[src/rtl/seq_alu_if.sv]
// Request/response bundle between a seq_alu and its producer/consumer.
// master drives requests and out_ready; slave is the ALU side.
interface seq_alu_if #(
    parameter int WIDTH = 16
);
    logic             in_valid;
    logic             in_ready;
    logic [2:0]       op;
    logic [WIDTH-1:0] a;
    logic [WIDTH-1:0] b;
    logic             out_valid;
    logic             out_ready;
    logic [WIDTH-1:0] r;
    logic             cout;
    logic             zero;

    modport master (
        output in_valid, op, a, b, out_ready,
        input  in_ready, out_valid, r, cout, zero
    );

    modport slave (
        input  in_valid, op, a, b, out_ready,
        output in_ready, out_valid, r, cout, zero
    );
endinterface

[src/rtl/seq_alu.sv]
// Sequential ALU, one request at a time; optional shift-add multiplier under SEQ_ALU_MUL_EN.
// Latency 1 cycle (MUL: WIDTH+1); result holds in DONE until out_ready, in_ready only when IDLE.
module seq_alu #(
    parameter int WIDTH = 16
) (
    input  logic      clk,
    input  logic      rst,
    seq_alu_if.slave  bus
);
    typedef enum logic [1:0] {IDLE, BUSY, DONE} state_t;

    state_t state;
    state_t state_nxt;

    logic             accept;
    logic [WIDTH:0]   add_full;
    logic [WIDTH:0]   sub_full;
    logic [WIDTH-1:0] alu_r;
    logic             alu_c;
    logic             load_en;
    logic [WIDTH-1:0] r_load;
    logic             c_load;

    assign bus.in_ready  = (state == IDLE);
    assign bus.out_valid = (state == DONE);
    assign accept        = bus.in_valid && bus.in_ready;

`ifdef SEQ_ALU_MUL_EN
    localparam int CW = $clog2(WIDTH);
    localparam logic [CW-1:0] CNT_LAST = CW'(WIDTH - 1);

    logic                 is_mul;
    logic [CW-1:0]        cnt;
    logic [2*WIDTH-1:0]   mcand;
    logic [2*WIDTH-1:0]   acc;
    logic [2*WIDTH-1:0]   acc_nxt;
    logic [WIDTH-1:0]     mplier;
    logic                 mul_last;

    assign is_mul   = (bus.op == 3'b110);
    assign mul_last = (state == BUSY) && (cnt == CNT_LAST);
    assign acc_nxt  = acc + (mplier[0] ? mcand : '0);

    // One multiplier bit consumed per BUSY cycle; the final partial sum lands in r directly.
    always_ff @(posedge clk or posedge rst) begin
        if (rst) begin
            cnt    <= '0;
            mcand  <= '0;
            mplier <= '0;
            acc    <= '0;
        end else if (accept && is_mul) begin
            cnt    <= '0;
            mcand  <= {{WIDTH{1'b0}}, bus.a};
            mplier <= bus.b;
            acc    <= '0;
        end else if (state == BUSY) begin
            cnt    <= cnt + CW'(1);
            mcand  <= mcand << 1;
            mplier <= mplier >> 1;
            acc    <= acc_nxt;
        end
    end
`endif

    always_ff @(posedge clk or posedge rst) begin
        if (rst) begin
            state <= IDLE;
        end else begin
            state <= state_nxt;
        end
    end

    always_comb begin
        state_nxt = state;
        case (state)
            IDLE: begin
                if (accept) begin
`ifdef SEQ_ALU_MUL_EN
                    state_nxt = is_mul ? BUSY : DONE;
`else
                    state_nxt = DONE;
`endif
                end
            end
            BUSY: begin
`ifdef SEQ_ALU_MUL_EN
                if (cnt == CNT_LAST) begin
                    state_nxt = DONE;
                end
`else
                state_nxt = IDLE;
`endif
            end
            DONE: begin
                if (bus.out_ready) begin
                    state_nxt = IDLE;
                end
            end
            default: state_nxt = IDLE;
        endcase
    end

    // Single-cycle ops; 110 falls to the reserved default unless routed to the multiplier.
    always_comb begin
        add_full = {1'b0, bus.a} + {1'b0, bus.b};
        sub_full = {1'b0, bus.a} - {1'b0, bus.b};
        alu_r    = '0;
        alu_c    = 1'b0;
        case (bus.op)
            3'b000: begin
                alu_r = add_full[WIDTH-1:0];
                alu_c = add_full[WIDTH];
            end
            3'b001: begin
                alu_r = sub_full[WIDTH-1:0];
                alu_c = ~sub_full[WIDTH];
            end
            3'b010:  alu_r = bus.a & bus.b;
            3'b011:  alu_r = bus.a | bus.b;
            3'b100:  alu_r = bus.a ^ bus.b;
            3'b101:  alu_r = ~bus.a;
            default: alu_r = '0;
        endcase
    end

    always_comb begin
        load_en = 1'b0;
        r_load  = alu_r;
        c_load  = alu_c;
`ifdef SEQ_ALU_MUL_EN
        if (accept && !is_mul) begin
            load_en = 1'b1;
        end else if (mul_last) begin
            load_en = 1'b1;
            r_load  = acc_nxt[WIDTH-1:0];
            c_load  = |acc_nxt[2*WIDTH-1:WIDTH];
        end
`else
        load_en = accept;
`endif
    end

    // zero is derived from the exact value being loaded so it never lags r.
    always_ff @(posedge clk or posedge rst) begin
        if (rst) begin
            bus.r    <= '0;
            bus.cout <= 1'b0;
            bus.zero <= 1'b0;
        end else if (load_en) begin
            bus.r    <= r_load;
            bus.cout <= c_load;
            bus.zero <= (r_load == '0);
        end
    end
endmodule

[src/flat_wrapper.sv]
// flat-port wrapper written by rule: the top's interface ports become plain ports
module seq_alu_flat 
#(
    parameter int WIDTH = 16
)
  (clk, rst, bus_in_valid, bus_op, bus_a, bus_b, bus_out_ready, bus_in_ready, bus_out_valid, bus_r, bus_cout, bus_zero);
  seq_alu_if #(.WIDTH(WIDTH)) bus_i ();
  input  logic clk;
  input  logic rst;
  input wire logic [$bits(bus_i.in_valid)-1:0] bus_in_valid;
  input wire logic [$bits(bus_i.op)-1:0] bus_op;
  input wire logic [$bits(bus_i.a)-1:0] bus_a;
  input wire logic [$bits(bus_i.b)-1:0] bus_b;
  input wire logic [$bits(bus_i.out_ready)-1:0] bus_out_ready;
  output wire logic [$bits(bus_i.in_ready)-1:0] bus_in_ready;
  output wire logic [$bits(bus_i.out_valid)-1:0] bus_out_valid;
  output wire logic [$bits(bus_i.r)-1:0] bus_r;
  output wire logic [$bits(bus_i.cout)-1:0] bus_cout;
  output wire logic [$bits(bus_i.zero)-1:0] bus_zero;
  assign bus_i.in_valid = bus_in_valid;
  assign bus_i.op = bus_op;
  assign bus_i.a = bus_a;
  assign bus_i.b = bus_b;
  assign bus_i.out_ready = bus_out_ready;
  assign bus_in_ready = bus_i.in_ready;
  assign bus_out_valid = bus_i.out_valid;
  assign bus_r = bus_i.r;
  assign bus_cout = bus_i.cout;
  assign bus_zero = bus_i.zero;
  seq_alu #(.WIDTH(WIDTH)) u_core (.clk(clk), .rst(rst), .bus(bus_i));
endmodule
[config.mk]
export PLATFORM = sky130hd
export DESIGN_NAME = seq_alu_flat
export DESIGN_NICKNAME = d
export VERILOG_FILES = /design/src/rtl/seq_alu_if.sv /design/src/rtl/seq_alu.sv /design/src/flat_wrapper.sv
export SDC_FILE = /design/constraint.sdc
export NUM_CORES = 1
export LEC_CHECK = 0
export CORE_MARGIN = 1.5
export CORE_UTILIZATION = 35
export DETAILED_ROUTE_END_ITERATION = 7
export PLACE_DENSITY = 0.63
export SLEW_MARGIN = 20
export SYNTH_ARGS = -nofsm -noshare
export SYNTH_HDL_FRONTEND = slang
export SYNTH_SLANG_ARGS = --single-unit
[constraint.sdc]
create_clock -name clk -period 2.4 [get_ports clk]
set_input_delay 0.24 -clock clk [delete_from_list [all_inputs] [get_ports clk]]
set_output_delay 0.24 -clock clk [all_outputs]
set_load 0.02 [all_outputs]
# == After elaboration in Yosys (flattened, before gate mapping) ==
# Index checks and enable logic that the tools add are counted.
# totals
word_cells,29
input_bits,39
regBits,20
output_inout_bits,20
# classes
mux,5
bitwise_logic,5
n_eq_ne,8
n_addsub,2
reduce_logical,5
# op_table
op,count
$pmux W16 S6,1
$add A16 B16 Y17,1
$sub A16 B16 Y17,1
$and A16 B16 Y16,1
$logic_not A16 Y1,1
$not A16 Y16,1
$or A16 B16 Y16,1
$xor A16 B16 Y16,1
$eq A3 B2 Y1 const B,2
$eq A3 B3 Y1 const B,2
$mux W2,2
$ne A2 B2 Y1 const B,2
$pmux W2 S2,1
$eq A3 B1 Y1 const B,1
$logic_not A3 Y1,1
$eq A2 B2 Y1 const B,1
$logic_not A2 Y1,1
$pmux W1 S2,1
$reduce_and A2 Y1,1
$logic_and A1 B1 Y1,1
$not A1 Y1,1

# == Depth between registers and ports, before layout ==
# logic_depth
depth_word,4
depth_mapped,13
mapped_depth_nobuf,13

# == Least setup slack after synthesis ==
# Ideal clock, no wire load.
# synth_path
path_type,input port to flip-flop
start,in bus_a[0]
end,reg u_core.bus.zero
setup_time_ns,0.104
required_ns,2.296
cell_stages,13
t_arrival_ns,2.666
path_buffers,0
path_slack_ns,-0.370
path_cell_list,inv_1 > ha_1 > inv_1 > fa_1 > nor2b_1 > o311ai_1 > a2111oi_2 > o311a_1 > a311o_1 > o31ai_1 > and2_1 > nand4_1 > o41ai_2
# synth_via
elab_chain_len,3
word_cells_on_any_way,8
classes_between,add/sub: 2; mux: 1; bitwise: 4; reduce/logical: 1
# synth_lines
item,line,rtl
"start, declared",flat_wrapper.sv:12,input wire logic [$bits(bus_i.a)-1:0] bus_a;
"$sub A16 B16 Y17, or another cell as far along",seq_alu.sv:106,"sub_full = {1'b0, bus.a} - {1'b0, bus.b};"
$pmux W16 S6 *,seq_alu.sv:109,case (bus.op)
$logic_not A16 Y1 *,seq_alu.sv:152,bus.zero <= (r_load == '0);
"end signal, assigned",seq_alu.sv:152,
"end, declared",seq_alu_if.sv:24,"output in_ready, out_valid, r, cout, zero"
# Every way passes the cells marked *; elsewhere a longest branch is shown, timed or not.
# A chain may end at the register's enable or synchronous reset.

# == Worst setup path in the final report ==
# layout_path
start,in bus_b[1]
end,reg u_core.bus.zero
# layout_via
elab_chain_len,3
word_cells_on_any_way,7
classes_between,add/sub: 2; mux: 1; bitwise: 3; reduce/logical: 1
# layout_lines
item,line,rtl
"start, declared",flat_wrapper.sv:13,input wire logic [$bits(bus_i.b)-1:0] bus_b;
"$sub A16 B16 Y17, or another cell as far along",seq_alu.sv:106,
$pmux W16 S6 *,seq_alu.sv:109,
$logic_not A16 Y1 *,seq_alu.sv:152,
# Marks and branches as above.

==> summary.md <==
| Metric | Value |
|---|---|
| Max Clk Rate | 366 MHz |
| Fin crit share | 1.14 |
| Via count | 4,264 |
| Overflow left after global routing | 0 |
| Total power consumption of the routed design | 2.28 mW |
| Clock insertion delay at the later pin of the skew report | 0.26 ns |
| Class of the worst hold path | in2async |
| Number of primary I/O pins | 59 |
| Netlist cell types | 68 |
| Share of synthesized registers carrying an async set or reset | 1.00 |
| Antenna violations before repair | 0 |
| Die area | 9890 µm² |
| Flops & latches, synth | 19 |
| Worst clock skew | 0.00584 ns |
| Total Routed Length | 12,900 µm |
| Clk root buf | clkbuf_8 |
| Final count of hold timing violations | 0 |
| Classification of the worst setup path | in2reg |
| Placed cell count | 735 |
| WHS | 0.394 ns |
| Worst path max stage delay | 0.39 ns |
| First-pass GRT wire length | 20,500 µm |
| Clock sink total | 19 |
| Layout overhead on the synthesized area | 82.4% |
| Peak supply drop | 0.285 mV |
| Synthesis Warnings | 0 |
| Proportion of layout cells with a drive suffix above 1 | 0.469 |
| Result of the run | finished, violations left |
| CP Capture Type | flip-flop |
| Number of vias per cell after detailed routing | 5.60 |
| Level count of the clock H-tree | 1 |
| Critical path arrival | 2.89 ns |
| Cell count of the worst reg-to-reg path | 9 |
| Seq/Total Area, Yosys | 0.146 |
| CP max stage cell | fa_2 |
| Violated checks | negative setup slack |
| Number of cells on the critical path | 13 |
| Summed negative setup slack over all endpoints | -1.57 ns |
| Number of cells produced by synthesis | 435 |
| Leakage power | 2.73 nW |
| Minimum clock period after layout | 2.73 ns |
| Count of buffering cells on the critical path with inverters included | 3 |
| Number of standard cells in the layout, taps in and fillers out | 762 |
| Number of DRC markers in iteration 0 | 259 |
| Starting density of the core | 0.357 |
| Vertical die dimension | 99.4 µm |
| Max Root-Sink Buffers | 2 |
| Average wire per standard cell | 16.9 µm |
| Std cell rows | 35 |
| PnR worst setup slack | -0.332 ns |
| Ratio of total power to cell area | 384 nW/µm² |
| Family with the most delay on the worst path | compound AO/OA/AOI/OAI gates |
| Final Max Slew Viols | 0 |
| Die X-Extent | 99.4 µm |
| 1st-pass router iterations | 5 |
| Final net count | 741 |
| Half-perimeter wire length after placement | 9470 µm |
| Number of buffers created by CTS | 3 |
| Synth Net Count | 524 |
| Required @ worst endpoint | 2.56 ns |
| Drc violations | 0 |
| Via count of the first global-routing pass | 4,327 |
| Filler cell count | 767 |
| List of cells traversed by the critical path | buf_8, clkinvlp_4, buf_4, fa_2, nor2b_4, o311ai_4, a2111oi_4, o311a_1, a311o_1, o31ai_4, and2_1, nand4_1, o41ai_2 |
| EDFF count, synth | 0 |
| Dominant synthesized flop cell | dfrtp_1 |
| Per-instance average area after synthesis | 7.48 µm² |
| Clock slew at reported path FFs | 0.07 ns |
| Quantity of I/O buffers inserted on ports | 58 |
| Routability congestion estimate | 0.971 |
| TritonCTS clock tree | yes |
| Slew margin rel. | 0.524 |
| Max-cap viol count | 0 |
| Unrepaired setup endpoints after global routing | true |
| Total setup violations reported at the end of the flow | 11 |
| Remaining antenna violation count | 0 |
| Final core utilization | 0.652 |
| Ant diodes | 0 |
| Netlist Area Pre-Place | 3250 µm² |
| Top fanout value on the critical path | 4 |
| Largest net degree at the start of global routing | 31 |
| Placeable Area | 9110 µm² |
| Measured slew at the worst slew-check pin | 0.713 ns |
| Category of the worst setup path launch point | primary input |
| Gr usage total | 0.253 |
-- registers in the layout (all words and copies together), names as in the netlist --
register	flops
u_core.bus.zero	1
u_core.state	1
u_core.bus.r	16
u_core.bus.cout	1
-- cell type report --
type / count / area (µm²) / share of cell area
sequential: 19 / 475 / 0.0801
timing repair buffer: 236 / 1930 / 0.325
inverter: 52 / 201 / 0.0339
tap: 111 / 139 / 0.0234
multi-input combinational: 340 / 3150 / 0.530
clock buffer: 4 / 45.0 / 0.00759
-- through the flow --
step	cell area (µm²)	worst slack, ns
2_1_floorplan	3350	-0.218
3_3_place_gp	5130	-1.10
3_5_place_dp	5130	-1.24
4_1_cts	5760	-0.522
5_1_grt	5940	-0.418
6_report	5940	-0.332
-- path summary, 6_finish.rpt --
path / from / end / slack, ns
hold / removal: rst / u_core.state[1] / 0.39
hold reg to reg: u_core.bus.r[4] / u_core.bus.r[4] / 0.48
min in group clk: u_core.bus.r[4] / u_core.bus.r[4] / 0.48
setup / recovery: bus_b[1] / u_core.bus.zero / -0.33
max in group asynchronous: rst / u_core.bus.r[5] / 1.55
setup reg to reg: u_core.state[1] / u_core.bus.zero / 0.45
-- where the power goes --
| part | total (mW) | internal, mW | switching [mW] | leakage (nW) |
|---|---|---|---|---|
| Sequential | 0.443 | 0.399 | 0.0440 | 0.236 |
| Combinational | 1.61 | 0.824 | 0.789 | 2.47 |
| Clock | 0.222 | 0.118 | 0.104 | 0.0228 |
| Total | 2.28 | 1.34 | 0.937 | 2.73 |
-- Yosys cell counts (all sizes together), types with 5 or more instances --
cell     instances  area (µm²)
o311ai           5        43.8
o31ai            7        52.6
inv             52         195
ha              48         601
a211oi           8        60.1
o21ai           27         139
o22ai           11        68.8
nand2b           7        43.8
o211ai           6        45.0
o21bai           5        37.5
mux2             7        78.8
buf              5        26.3
nand2           27         104
nor2b            6        37.5
dfrtp           19         475
a21oi           40         204
a2111oi          5        50.0
clkbuf          19        71.3
nor2            36         135
nor3            14        70.1
-- cells in the final DEF (no fill, tap or decap), drive strengths merged, types with 11 or more instances in the layout --
cell and n:
a21oi 40, buf 184, clkdlybuf4s50 35, dfrtp 19, ha 48, inv 51
nand2 27, nor2 36, nor3 14, o21ai 27, o22ai 11
-- layer usage --
metal  vias up  share of wire  track usage
met2       138           0.53        0.485
met4         0          0.024       0.0791
li1       2029              -            -
met5         -              0            0
met3        29          0.049       0.0232
met1      2068           0.40        0.294
-- logic make-up after synthesis --
kind of cell,after synthesis,synth area share
multiplexers,8,0.0273
XOR/XNOR,4,0.0108
AND/OR/NAND/NOR,118,0.179
AO/OA/AOI/OAI,160,0.350
flip-flops,19,0.146
buffers and inverters,76,0.0900
adder cells (fa/ha/maj),50,0.197
-- repair_timing --
| action | CTS | global route |
|---|---|---|
| buffers inserted | 29 | 10 |
| endpoints found under the setup margin | 14 | 13 |
| gates resized for setup | 141 | 62 |
| pin swaps | 38 | 46 |
| hold buffers | 0 | 0 |
(Power assumes the default switching activity.)
